<file path="config.mk">
export PLATFORM = sky130hd
export DESIGN_NAME = word_byte_serializer
export DESIGN_NICKNAME = d
export VERILOG_FILES = /design/src/rtl/word_byte_serializer_pkg.sv /design/src/rtl/word_byte_serializer_byte_lane_mux.sv /design/src/rtl/word_byte_serializer.sv
export SDC_FILE = /design/constraint.sdc
export NUM_CORES = 1
export LEC_CHECK = 0
export ABC_AREA = 1
export CAP_MARGIN = 20
export CORE_ASPECT_RATIO = 1.1
export CORE_MARGIN = 1.5
export CORE_UTILIZATION = 30
export CTS_BUF_LIST = sky130_fd_sc_hd__clkbuf_2 sky130_fd_sc_hd__clkbuf_4 sky130_fd_sc_hd__clkbuf_8
export DETAILED_ROUTE_END_ITERATION = 10
export PLACE_DENSITY = 0.52
export SLEW_MARGIN = 25
export SYNTH_ARGS = -nofsm -noshare
export SYNTH_HDL_FRONTEND = slang
export SYNTH_SLANG_ARGS = --single-unit
</file>
<file path="constraint.sdc">
create_clock -name clk -period 3.94 [get_ports clk]
set_input_delay 1.182 -clock clk [delete_from_list [all_inputs] [get_ports clk]]
set_output_delay 1.182 -clock clk [all_outputs]
set_load 0.03 [all_outputs]
</file>
<file path="src/rtl/word_byte_serializer_pkg.sv">
`default_nettype none
// +----------------------------------------------------------------------+
// | Module   : word_byte_serializer_pkg                                  |
// | Brief    : Shared types, constants and lane-select helper.           |
// | Revision : 1.0 - initial release                                     |
// +----------------------------------------------------------------------+
package word_byte_serializer_pkg;

  localparam int unsigned BYTE_W = 8;

  typedef enum logic {
    ST_IDLE = 1'b0,
    ST_SEND = 1'b1
  } state_e;

  // Bit offset of byte k; byte 0 is the top lane unless lsb_first is set.
  function automatic int unsigned lane_offset(input int unsigned idx,
                                              input logic        lsb_first,
                                              input int unsigned nbytes);
    if (lsb_first) begin
      return BYTE_W * idx;
    end
    return BYTE_W * (nbytes - 1 - idx);
  endfunction

endpackage : word_byte_serializer_pkg
`default_nettype wire

</file>
<file path="src/rtl/word_byte_serializer_byte_lane_mux.sv">
`default_nettype none
// +----------------------------------------------------------------------+
// | Module   : byte_lane_mux                                             |
// | Brief    : Combinational selector returning byte k of a word.        |
// | Revision : 1.0 - initial release                                     |
// +----------------------------------------------------------------------+
module byte_lane_mux
  import word_byte_serializer_pkg::*;
#(
  parameter int unsigned NBYTES = 4,
  parameter int unsigned IDX_W  = 2
) (
  input  logic [NBYTES*BYTE_W-1:0] word,
  input  logic [IDX_W-1:0]         idx,
  input  logic                     lsb_first,
  output logic [BYTE_W-1:0]        lane_byte
);

  logic [NBYTES*BYTE_W-1:0] shifted;

  always_comb begin
    shifted   = word >> lane_offset(32'(idx), lsb_first, NBYTES);
    lane_byte = shifted[BYTE_W-1:0];
  end

endmodule : byte_lane_mux
`default_nettype wire

</file>
<file path="src/rtl/word_byte_serializer.sv">
`default_nettype none
// +----------------------------------------------------------------------+
// | Module   : word_byte_serializer                                      |
// | Brief    : Accepts a word over valid/ready, emits its bytes serially. |
// | Revision : 1.0 - initial release                                     |
// +----------------------------------------------------------------------+
module word_byte_serializer
  import word_byte_serializer_pkg::*;
#(
  parameter int unsigned WORD_W = 32,
  parameter int unsigned NBYTES = 4,
  parameter int unsigned CNT_W  = 16
) (
  input  logic              clk,
  input  logic              rst_n,
  input  logic              in_valid,
  output logic              in_ready,
  input  logic [WORD_W-1:0] in_data,
  input  logic [2:0]        in_nbytes,
  input  logic              in_lsb_first,
  output logic              out_valid,
  input  logic              out_ready,
  output logic [7:0]        out_data,
  output logic              out_last,
  output logic              busy,
  output logic [CNT_W-1:0]  words_done
);

  localparam int unsigned IDX_W = (NBYTES > 1) ? $clog2(NBYTES) : 1;

  state_e             state_q,      state_d;
  logic [WORD_W-1:0]  word_q,       word_d;
  logic               lsb_q,        lsb_d;
  logic [IDX_W-1:0]   idx_q,        idx_d;
  logic [IDX_W-1:0]   last_idx_q,   last_idx_d;
  logic [CNT_W-1:0]   words_done_q, words_done_d;

  logic               send;
  logic               load;
  logic               out_fire;
  int unsigned        nb_sat;

  assign send       = (state_q == ST_SEND);
  assign out_valid  = send;
  assign busy       = send;
  assign out_last   = send && (idx_q == last_idx_q);
  assign out_fire   = send && out_ready;
  assign in_ready   = !send || (out_last && out_ready);
  assign load       = in_valid && in_ready;
  assign words_done = words_done_q;

  byte_lane_mux #(
    .NBYTES (NBYTES),
    .IDX_W  (IDX_W)
  ) u_lane_mux (
    .word      (word_q),
    .idx       (idx_q),
    .lsb_first (lsb_q),
    .lane_byte (out_data)
  );

  always_comb begin
    state_d      = state_q;
    word_d       = word_q;
    lsb_d        = lsb_q;
    idx_d        = idx_q;
    last_idx_d   = last_idx_q;
    words_done_d = words_done_q;

    // Zero and oversize counts both mean a full word.
    if ((in_nbytes == 3'd0) || (32'(in_nbytes) > NBYTES)) begin
      nb_sat = NBYTES;
    end else begin
      nb_sat = 32'(in_nbytes);
    end

    if (out_fire) begin
      if (out_last) begin
        words_done_d = words_done_q + CNT_W'(1);
        state_d      = ST_IDLE;
      end else begin
        idx_d = idx_q + IDX_W'(1);
      end
    end

    if (load) begin
      state_d    = ST_SEND;
      word_d     = in_data;
      lsb_d      = in_lsb_first;
      idx_d      = '0;
      last_idx_d = IDX_W'(nb_sat - 1);
    end
  end

  always_ff @(posedge clk or negedge rst_n) begin
    if (!rst_n) begin
      state_q      <= ST_IDLE;
      word_q       <= '0;
      lsb_q        <= 1'b0;
      idx_q        <= '0;
      last_idx_q   <= '0;
      words_done_q <= '0;
    end else begin
      state_q      <= state_d;
      word_q       <= word_d;
      lsb_q        <= lsb_d;
      idx_q        <= idx_d;
      last_idx_q   <= last_idx_d;
      words_done_q <= words_done_d;
    end
  end

endmodule : word_byte_serializer
`default_nettype wire

</file>
==> results of run 1 <==
-- worst max path at each step --
stage / from / to / slack (ps) / cells past startpoint
3_3_place_gp: idx_q[0] / out_data[5] / 640 / 8
2_1_floorplan: lsb_q / out_data[1] / 1030 / 5
6_report: idx_q[0] / out_data[7] / 270 / 8
5_1_grt: idx_q[0] / out_data[2] / 40 / 7
3_5_place_dp: idx_q[0] / out_data[3] / 620 / 8
4_1_cts: idx_q[0] / out_data[2] / 260 / 8
-- flip-flops by register name (all words and copies together), names as in the netlist --
signal      count
idx_q           2
lsb_q           1
last_idx_q      2
busy            1
words_done     16
word_q         32
-- layout by cell type (no fill, tap or decap), drive strengths merged --
cell           instances
nand2                158
clkdlybuf4s50         65
dfrtp                 54
nand3                 43
inv                   35
nor2                  32
o21ai                 30
buf                    9
o211ai                 8
xor2                   7
clkbuf                 5
a21oi                  2
and2                   2
bufinv                 2
clkinv                 2
or2                    1
o2111ai                1
nand3b                 1
ha                     1
-- through the flow --
| step | cell area (um2) | utilization | instances |
|---|---|---|---|
| 2_1_floorplan | 2874 | - | 392 |
| 3_3_place_gp | 3621 | 0.3872 | 567 |
| 3_5_place_dp | 3621 | 0.3872 | 567 |
| 4_1_cts | 3759 | 0.4019 | 575 |
| 5_1_grt | 3759 | 0.4019 | 575 |
| 6_report | 3759 | 0.4019 | 575 |
-- report_power, final --
part	leakage, nW	internal [mW]	total [mW]	switching, mW
combinational	1.12	0.636	1.70	1.07
sequential	0.684	0.781	0.961	0.180
clock	0.0683	0.255	0.447	0.193
-- layout make-up --
cell class	count	area (um2)	share of cell area
Sequential cell	54	1351	0.3595
Clock buffer	5	68.82	0.01831
Multi-Input combinational cell	286	1272	0.3385
Timing Repair Buffer	74	715.7	0.1904
Clock inverter	3	68.82	0.01831
Inverter	36	135.1	0.03595
Tap cell	117	146.4	0.03895
-- metal layers --
layer / vias to the layer above / GRT usage / wire, um / part of all wire
met5: - / 0 / 0 / 0
li1: 1362 / - / - / -
met4: 0 / 0.03416 / 56 / 0.0078
met3: 4 / 0.02525 / 294 / 0.041
met2: 55 / 0.2575 / 3570 / 0.49
met1: 1214 / 0.2038 / 3302 / 0.46
-- synthesized netlist by cell type, drive strengths merged --
cell type	number	share of area
nor2	32	0.043
inv	35	0.046
a21oi	2	0.0035
dfrtp	54	0.47
nand2	158	0.21
o211ai	8	0.021
o21ai	30	0.052
or2	1	0.0022
buf	14	0.037
nand3	43	0.077
clkinv	1	0.0013
ha	1	0.0044
xor2	7	0.021
clkbuf	2	0.0026
o2111ai	1	0.0030
nand3b	1	0.0026
and2	2	0.0044
-- kinds of logic after synthesis --
family	share of synthesized area
flip-flops	0.4702
AND/OR/NAND/NOR	0.3374
buffers and inverters	0.08707
XOR/XNOR	0.02133
adder cells (fa/ha/maj)	0.004353
AO/OA/AOI/OAI	0.07967
-- worst min-delay path: cells and delay by family (launching register included) --
family / cells / cell delay (ps)
and+or+nand+nor: 2 / 110
DFF: 1 / 350
==> results.py, run 1 <==
metrics = {
    "worst_setup_path": {
        "reg2regPathDepth": 8,
        "cp-start-kind": "register",
        "crit_slowest_cell": "clkdlybuf4s50_1",
        "cp_slowest_stage_delay_ps": 730,
        "reg2reg_to": "word_q[2]",
        "reg2reg_slack_ps": 1760,
        "worstPathMaxFanout": 20,
        "end_kind": "output pin",
        "cp_cell_sequence": "inv_2 -> or2_2 -> nand2_1 -> buf_4 -> inv_1 -> nor2_1 -> o21ai_0 -> clkdlybuf4s50_1",
        "crit_required_ps": 2760,
        "r2r_start": "busy",
        "path_buf_inv": 4,
        "crit_family": "buffers and inverters",
        "worstPathArrival_ps": 2490,
        "crit_type": "register to output pin",
    },
    "placement": {
        "hpwl_mm": 5.318,
        "globalplace.congestion": 0.8707,
        "place_ws_ps": 623.8,
        "port_buffers": 67,
    },
    "min_path": {
        "holdCritStartpoint": "word_q[25]",
        "min_to": "word_q[25]",
        "min_path_type": "register to register",
        "whs_path_depth": 2,
    },
    "clock_tree": {
        "hold_buffers": 0,
        "cts_buffer_depth": 2,
        "cts-resized-gates": 0,
        "cts_made_buffers": 5,
        "clockRootBuffer": "clkbuf_8",
        "clock_latency_ps": 310,
        "clk_pin_slew_ps": 100,
        "cts_tree": "built",
        "clkSinkCount": 54,
        "cts_setup_buffers": 0,
        "h-tree-depth": 2,
    },
    "floorplanning": {
        "dieArea_um2": 10180,
        "ioPinCount": 68,
        "start_util": 0.3073,
        "num_rows": 37,
        "core_area_um2": 9351,
        "chipHeight_um": 105.7,
        "fp.dieW_um": 96.32,
    },
    "sta": {
        "fmax_ghz": 0.2723,
        "hold_slack_ps": 476.2,
        "fin_crit_ps": 3673,
        "fin_crit_sh": 0.9321,
        "worstMarginPinSlew_ps": 669.7,
        "finalClockSkew_ps": 10.64,
        "setup_ws_ps": 267.3,
        "maxSlewViolCount": 0,
        "hold_viol_final": 0,
        "rsz0062_at_grt": "false",
        "setup_violations": 0,
        "slew_headroom": 0.5520,
        "setup_tns_ps": 0,
    },
    "synth": {
        "synth_cell_types": 23,
        "syn_nets": 433,
        "synthCells": 392,
        "ys.warnings.count": 0,
        "syn_avg_cell_area_um2": 7.332,
        "synthesis.area_um2": 2874,
        "ys_ff_latch": 54,
        "yosysSeqAreaShare": 0.4702,
    },
    "routing": {
        "drc": 0,
        "drt_iter0_markers": 95,
        "first_pass_iters": 4,
        "routed_via_density": 4.583,
        "detail-route-antenna-nets": 0,
        "vias": 2635,
        "wl_per_cell_um": 12.56,
        "routed_wl_mm": 7.223,
    },
    "finish": {
        "num_antenna_cells": 0,
        "nFillCells": 1006,
        "area_growth_pct": 30.78,
        "final_nets": 498,
        "drive_gt1_frac": 0.05240,
    },
    "run_status": {
        "outcome": "complete, no violations",
    },
    "power_and_ir_drop": {
        "power_mw": 3.110,
        "ir_worst_vdd_mv": 0.5145,
        "leakage_nw": 1.869,
        "power_density_nw_per_um2": 827.5,
    },
    "global_route": {
        "grt_pass1_wl_mm": 12.21,
        "gr-total-overflow": 0,
        "grt_max_degree": 38,
        "grt_antenna_before_repair": 0,
        "first_global_vias": 2622,
        "track_usage": 0.1531,
    },
    "flow_run": {
        "cap_violations": 0,
    },
}
No activity file was read; power rests on OpenSTA's default activity.
==> run 2: changes to the inputs <==
- CORE_UTILIZATION: 30 -> 55
- PLACE_DENSITY: 0.52 -> 0.86
- REMOVE_ABC_BUFFERS: not set -> 1
==> results.py, run 2 (synthesis gave the netlist of run 1 again) <==
metrics = {
    "run_status": {
        "outcome": "complete, no violations",
    },
    "clock_tree": {
        "cts-resized-gates": 0,
        "cts_setup_buffers": 0,
        "cts_made_buffers": 5,
        "h-tree-depth": 2,
        "hold_buffers": 0,
        "clkSinkCount": 54,
        "cts_buffer_depth": 2,
        "cts_tree": "built",
        "clockRootBuffer": "clkbuf_8",
        "clock_latency_ps": 300,
        "clk_pin_slew_ps": 90,
    },
    "sta": {
        "finalClockSkew_ps": 5.686,
        "fin_crit_ps": 3787,
        "rsz0062_at_grt": "false",
        "worstMarginPinSlew_ps": 610.0,
        "slew_headroom": 0.5919,
        "hold_viol_final": 0,
        "setup_tns_ps": 0,
        "setup_violations": 0,
        "fin_crit_sh": 0.9610,
        "maxSlewViolCount": 0,
        "hold_slack_ps": 473.4,
        "fmax_ghz": 0.2641,
    },
    "finish": {
        "final_nets": 498,
        "regMostFlops": "word_q",
        "multi_input_area_um2": 1272,
        "layout_common_cells": "155 x nand2_1, 65 x clkdlybuf4s50_1, 54 x dfrtp_1",
        "fin_cells": 516,
        "largest_reg_flops": 32,
        "num_antenna_cells": 0,
        "final_common_cell": "nand2_1",
        "drive_gt1_frac": 0.05240,
        "nFillCells": 423,
        "area_growth_pct": 26.73,
        "seqCellArea_um2": 1351,
    },
    "worst_setup_path": {
        "crit_type": "register to output pin",
        "crit_slowest_cell": "clkdlybuf4s50_1",
        "worstSetupEndpoint": "out_data[4]",
        "worstPathMaxFanout": 12,
        "cp_slowest_stage_delay_ps": 720,
        "reg2reg_to": "word_q[30]",
        "path_buf_inv": 3,
        "cp-start-kind": "register",
        "crit_family": "buffers and inverters",
        "worstPathArrival_ps": 2600,
        "reg2reg_slack_ps": 1860,
        "reg2regPathDepth": 8,
        "end_kind": "output pin",
        "cp-startpoint": "idx_q[0]",
        "cp.depth": 7,
        "crit_required_ps": 2760,
        "cp_common_cell": "o21ai_0",
        "r2r_start": "busy",
        "cp_cell_sequence": "inv_2 -> or2_2 -> nand2_1 -> buf_4 -> o21ai_0 -> o21ai_0 -> clkdlybuf4s50_1",
    },
    "power_and_ir_drop": {
        "power_mw": 2.982,
        "ir_worst_vdd_mv": 0.6423,
        "power_density_nw_per_um2": 818.7,
        "leakage_nw": 1.852,
    },
    "floorplanning": {
        "chipHeight_um": 78.82,
        "start_util": 0.5710,
        "num_rows": 27,
        "ioPinCount": 68,
        "dieArea_um2": 5669,
        "core_area_um2": 5034,
        "fp.dieW_um": 71.93,
    },
    "global_route": {
        "gr-total-overflow": 0,
        "track_usage": 0.2380,
        "first_global_vias": 2582,
        "grt_antenna_before_repair": 0,
        "grt_pass1_wl_mm": 10.76,
        "grt_max_degree": 38,
    },
    "routing": {
        "routed_wl_mm": 6.375,
        "dr_wl_met3_um": 270,
        "top_layer": "met4",
        "first_pass_iters": 4,
        "drc": 0,
        "route.met2.wl_mm": 3.295,
        "routed_via_density": 5.188,
        "drt_iter0_markers": 116,
        "wl_per_cell_um": 12.35,
        "detail-route-antenna-nets": 0,
        "vias": 2677,
        "wl_met1_mm": 2.747,
    },
    "placement": {
        "globalplace.congestion": 0.8551,
        "post-place-cells": 508,
        "hpwl_mm": 4.634,
        "port_buffers": 67,
    },
    "flow_run": {
        "cap_violations": 0,
    },
    "min_path": {
        "min_path_type": "register to register",
    },
}
==> run 2: cell count changes in the layout (fill, tap and decap cells not counted), sizes merged <==
cell    delta
bufinv     -2
clkbuf     +2
==> run 2: final cells by class <==
cell class / count / area share
tap: 58 / 0.01992
multi-input combinational: 286 / 0.3494
inverter: 36 / 0.03710
sequential: 54 / 0.3710
clock inverter: 1 / 0.001374
timing repair buffer: 74 / 0.1965
clock buffer: 7 / 0.02473
==> run 2: where the power goes <==
part           leakage [nW]  switching, mW  internal (mW)  total [mW]
Combinational          1.12           1.06          0.645        1.71
Sequential            0.684          0.169          0.781       0.950
Clock                0.0517          0.176          0.149       0.325
==> run 2: worst min-delay path: stages, from the launching register on <==
cell and delay (ps):
dfrtp_1 350, nand2_1 50, nand2_1 50
==> run 2: routing by layer <==
layer,track usage,up-vias
li1,-,1359
met1,0.2706,1242
met2,0.4287,71
met3,0.05584,5
met4,0.09057,0
met5,0,-
==> run 2: metrics by stage <==
| step | instance area, um2 | utilization | setup slack (ps) |
|---|---|---|---|
| global placement | 3547 | 0.7047 | 584.6 |
| CTS | 3642 | 0.7236 | 126.7 |
| floorplan | 2759 | - | 867.3 |
| finish | 3642 | 0.7236 | 153.5 |
| detailed placement | 3547 | 0.7047 | 506.1 |
| global route | 3642 | 0.7236 | 20.95 |
==> run 2: how the worst min path moves through the flow <==
stage                           from    endpoint  slack [ps]  depth (start not counted)
final                     word_q[28]  word_q[28]         470                          2
after global routing      word_q[25]  word_q[25]         500                          2
after global placement    word_q[26]  word_q[26]         450                          2
after detailed placement  word_q[28]  word_q[28]         450                          2
after CTS                 word_q[28]  word_q[28]         480                          2
after floorplan           word_q[24]  word_q[24]         440                          2
==> run 3: changes to the inputs <==
- ABC_AREA: 1 -> not set
- CORE_UTILIZATION: 55 -> 54
==> results.py, run 3 <==
metrics = {
    "run_status": {
        "outcome": "complete, no violations",
    },
    "clock_tree": {
        "hold_buffers": 0,
        "clkSinkCount": 54,
        "cts_tree": "built",
        "clock_latency_ps": 310,
        "h-tree-depth": 2,
        "cts-resized-gates": 0,
        "cts_buffer_depth": 2,
        "cts_setup_buffers": 0,
        "cts_made_buffers": 5,
        "clk_pin_slew_ps": 90,
        "clockRootBuffer": "clkbuf_8",
    },
    "synth": {
        "synthAdderAreaFrac": 0.004715,
        "synthArstFlopShare": 1.000,
        "synth_xor_area_frac": 0.07544,
        "ys_ff_latch": 54,
        "synthSimpleGateAreaFrac": 0.07921,
        "syn_avg_cell_area_um2": 14.83,
        "ys_top_cells_by_count": "54 x dfrtp_1, 30 x mux2_4, 11 x xor2_1, 10 x xnor2_1, 8 x nand2_1",
        "synth_top_family_by_area": "multiplexers",
        "synthFlopType": "dfrtp_1",
        "synth_top_area_frac": 0.5092,
        "yosys.area.top_type": "dfrtp_1",
        "synthTopCellsByArea": "dfrtp_1 51%, mux2_4 17%, mux4_1 6.9%",
        "synthesis.area_um2": 2654,
        "synth_edf_count": 0,
        "synth.most_common_cell": "dfrtp_1",
        "synthMuxAreaShare": 0.2683,
        "yosysSeqAreaShare": 0.5092,
        "synth-compound-area-share": 0.03347,
        "synthCells": 179,
        "ys.warnings.count": 0,
        "synth_cell_types": 33,
    },
    "routing": {
        "drt_iter0_markers": 135,
        "routed_via_density": 5.600,
        "wl_per_cell_um": 16.17,
        "vias": 1708,
        "routed_wl_mm": 4.932,
        "first_pass_iters": 4,
        "drc": 0,
        "detail-route-antenna-nets": 0,
    },
    "finish": {
        "largest_reg_flops": 32,
        "final_common_cell": "clkdlybuf4s50_1",
        "fin_cells": 305,
        "multi_input_area_um2": 1224,
        "nFillCells": 340,
        "seqCellArea_um2": 1351,
        "layout_common_cells": "65 x clkdlybuf4s50_1, 54 x dfrtp_1, 30 x mux2_4",
        "regMostFlops": "word_q",
        "drive_gt1_frac": 0.2048,
        "area_growth_pct": 29.33,
        "post-route-cell-area_um2": 3432,
        "final_nets": 289,
        "num_antenna_cells": 0,
    },
    "global_route": {
        "track_usage": 0.1990,
        "grt_pass1_wl_mm": 8.431,
        "first_global_vias": 1697,
        "grt_max_degree": 34,
        "grt_antenna_before_repair": 0,
        "gr-total-overflow": 0,
    },
    "placement": {
        "globalplace.congestion": 0.7613,
        "post_dp_cell_area_um2": 3342,
        "port_buffers": 67,
        "hpwl_mm": 3.620,
        "post-place-cells": 297,
    },
    "floorplanning": {
        "core_area_um2": 4684,
        "chipHeight_um": 76.53,
        "ioPinCount": 68,
        "dieArea_um2": 5345,
        "num_rows": 26,
        "fp.dieW_um": 69.84,
        "start_util": 0.5665,
    },
    "sta": {
        "setup_tns_ps": 0,
        "finalClockSkew_ps": 12.54,
        "setup_violations": 0,
        "fmax_ghz": 0.2664,
        "worstMarginPinSlew_ps": 926.6,
        "fin_crit_ps": 3754,
        "maxSlewViolCount": 0,
        "slew_headroom": 0.3778,
        "hold_slack_ps": 473.7,
        "fin_crit_sh": 0.9529,
        "rsz0062_at_grt": "false",
        "hold_viol_final": 0,
    },
    "worst_setup_path": {
        "crit_slowest_cell": "xnor2_1",
        "crit_type": "register to output pin",
        "crit_family": "XOR/XNOR gates",
        "r2r_start": "idx_q[0]",
        "cp_cell_sequence": "xnor2_1 -> mux4_1 -> clkdlybuf4s50_1",
        "worstPathMaxFanout": 8,
        "path_buf_inv": 1,
        "worstPathArrival_ps": 2570,
        "cp-startpoint": "idx_q[1]",
        "cp-start-kind": "register",
        "crit_required_ps": 2760,
        "cp_slowest_stage_delay_ps": 760,
        "end_kind": "output pin",
    },
    "power_and_ir_drop": {
        "power_mw": 2.951,
        "leakage_nw": 1.578,
        "power_density_nw_per_um2": 859.9,
        "ir_worst_vdd_mv": 0.5099,
    },
    "min_path": {
        "min_path_type": "register to register",
        "holdCritStartpoint": "words_done[15]",
    },
    "flow_run": {
        "cap_violations": 0,
    },
}
==> run 3: cell types whose count changed after synthesis, sizes merged, moves of 10 or more <==
| cell | before | now |
|---|---|---|
| nand2 | 158 | 9 |
| nand3 | 43 | 3 |
| mux2 | 0 | 34 |
| inv | 35 | 3 |
| o21ai | 30 | 1 |
| nor2 | 32 | 5 |
| xnor2 | 0 | 10 |
==> run 3: final timing paths <==
path,to,slack [ps],depth (start not counted)
setup / recovery,out_data[6],190,3
hold / removal,words_done[15],470,1
setup reg to reg,word_q[22],1740,5
hold reg to reg,words_done[15],470,1
max in group asynchronous,words_done[13],2300,2
min in group asynchronous,word_q[30],870,1
==> run 3: report_power, final <==
| part | switching [mW] | leakage (nW) | internal (mW) |
|---|---|---|---|
| clock | 0.181 | 0.0441 | 0.125 |
| sequential | 0.176 | 0.662 | 0.774 |
| combinational | 0.781 | 0.871 | 0.914 |
| total | 1.14 | 1.58 | 1.81 |
==> run 3: logic make-up (layout without fill, tap and decap cells) <==
| group | count (synthesis) | after routing |
|---|---|---|
| buffers and inverters | 11 | 81 |
| multiplexers | 43 | 43 |
| adder cells (fa/ha/maj) | 1 | 1 |
| flip-flops | 54 | 54 |
| XOR/XNOR | 22 | 22 |
| AO/OA/AOI/OAI | 11 | 11 |
| AND/OR/NAND/NOR | 37 | 37 |
==> run 3: cell type report <==
type                       instances  area share
sequential                        54      0.3937
multi-input combinational        114      0.3565
clock inverter                     3    0.006198
inverter                           3    0.003281
tap                               56     0.02042
timing repair buffer              70      0.1998
clock buffer                       5     0.02005
==> run 3: through the flow <==
step | setup slack [ps] | util
after floorplan | 927.9 | -
after global placement | 409.1 | 0.7134
after detailed placement | 405.8 | 0.7134
after CTS | 176.5 | 0.7326
after global routing | 80.45 | 0.7326
final | 185.6 | 0.7326
==> run 3: metal layers <==
layer	global-route usage	share of wire	vias up
li1	-	-	795
met1	0.2609	0.44	862
met2	0.3390	0.52	45
met3	0.03042	0.030	6
met4	0.06538	0.011	0
met5	0	0	-
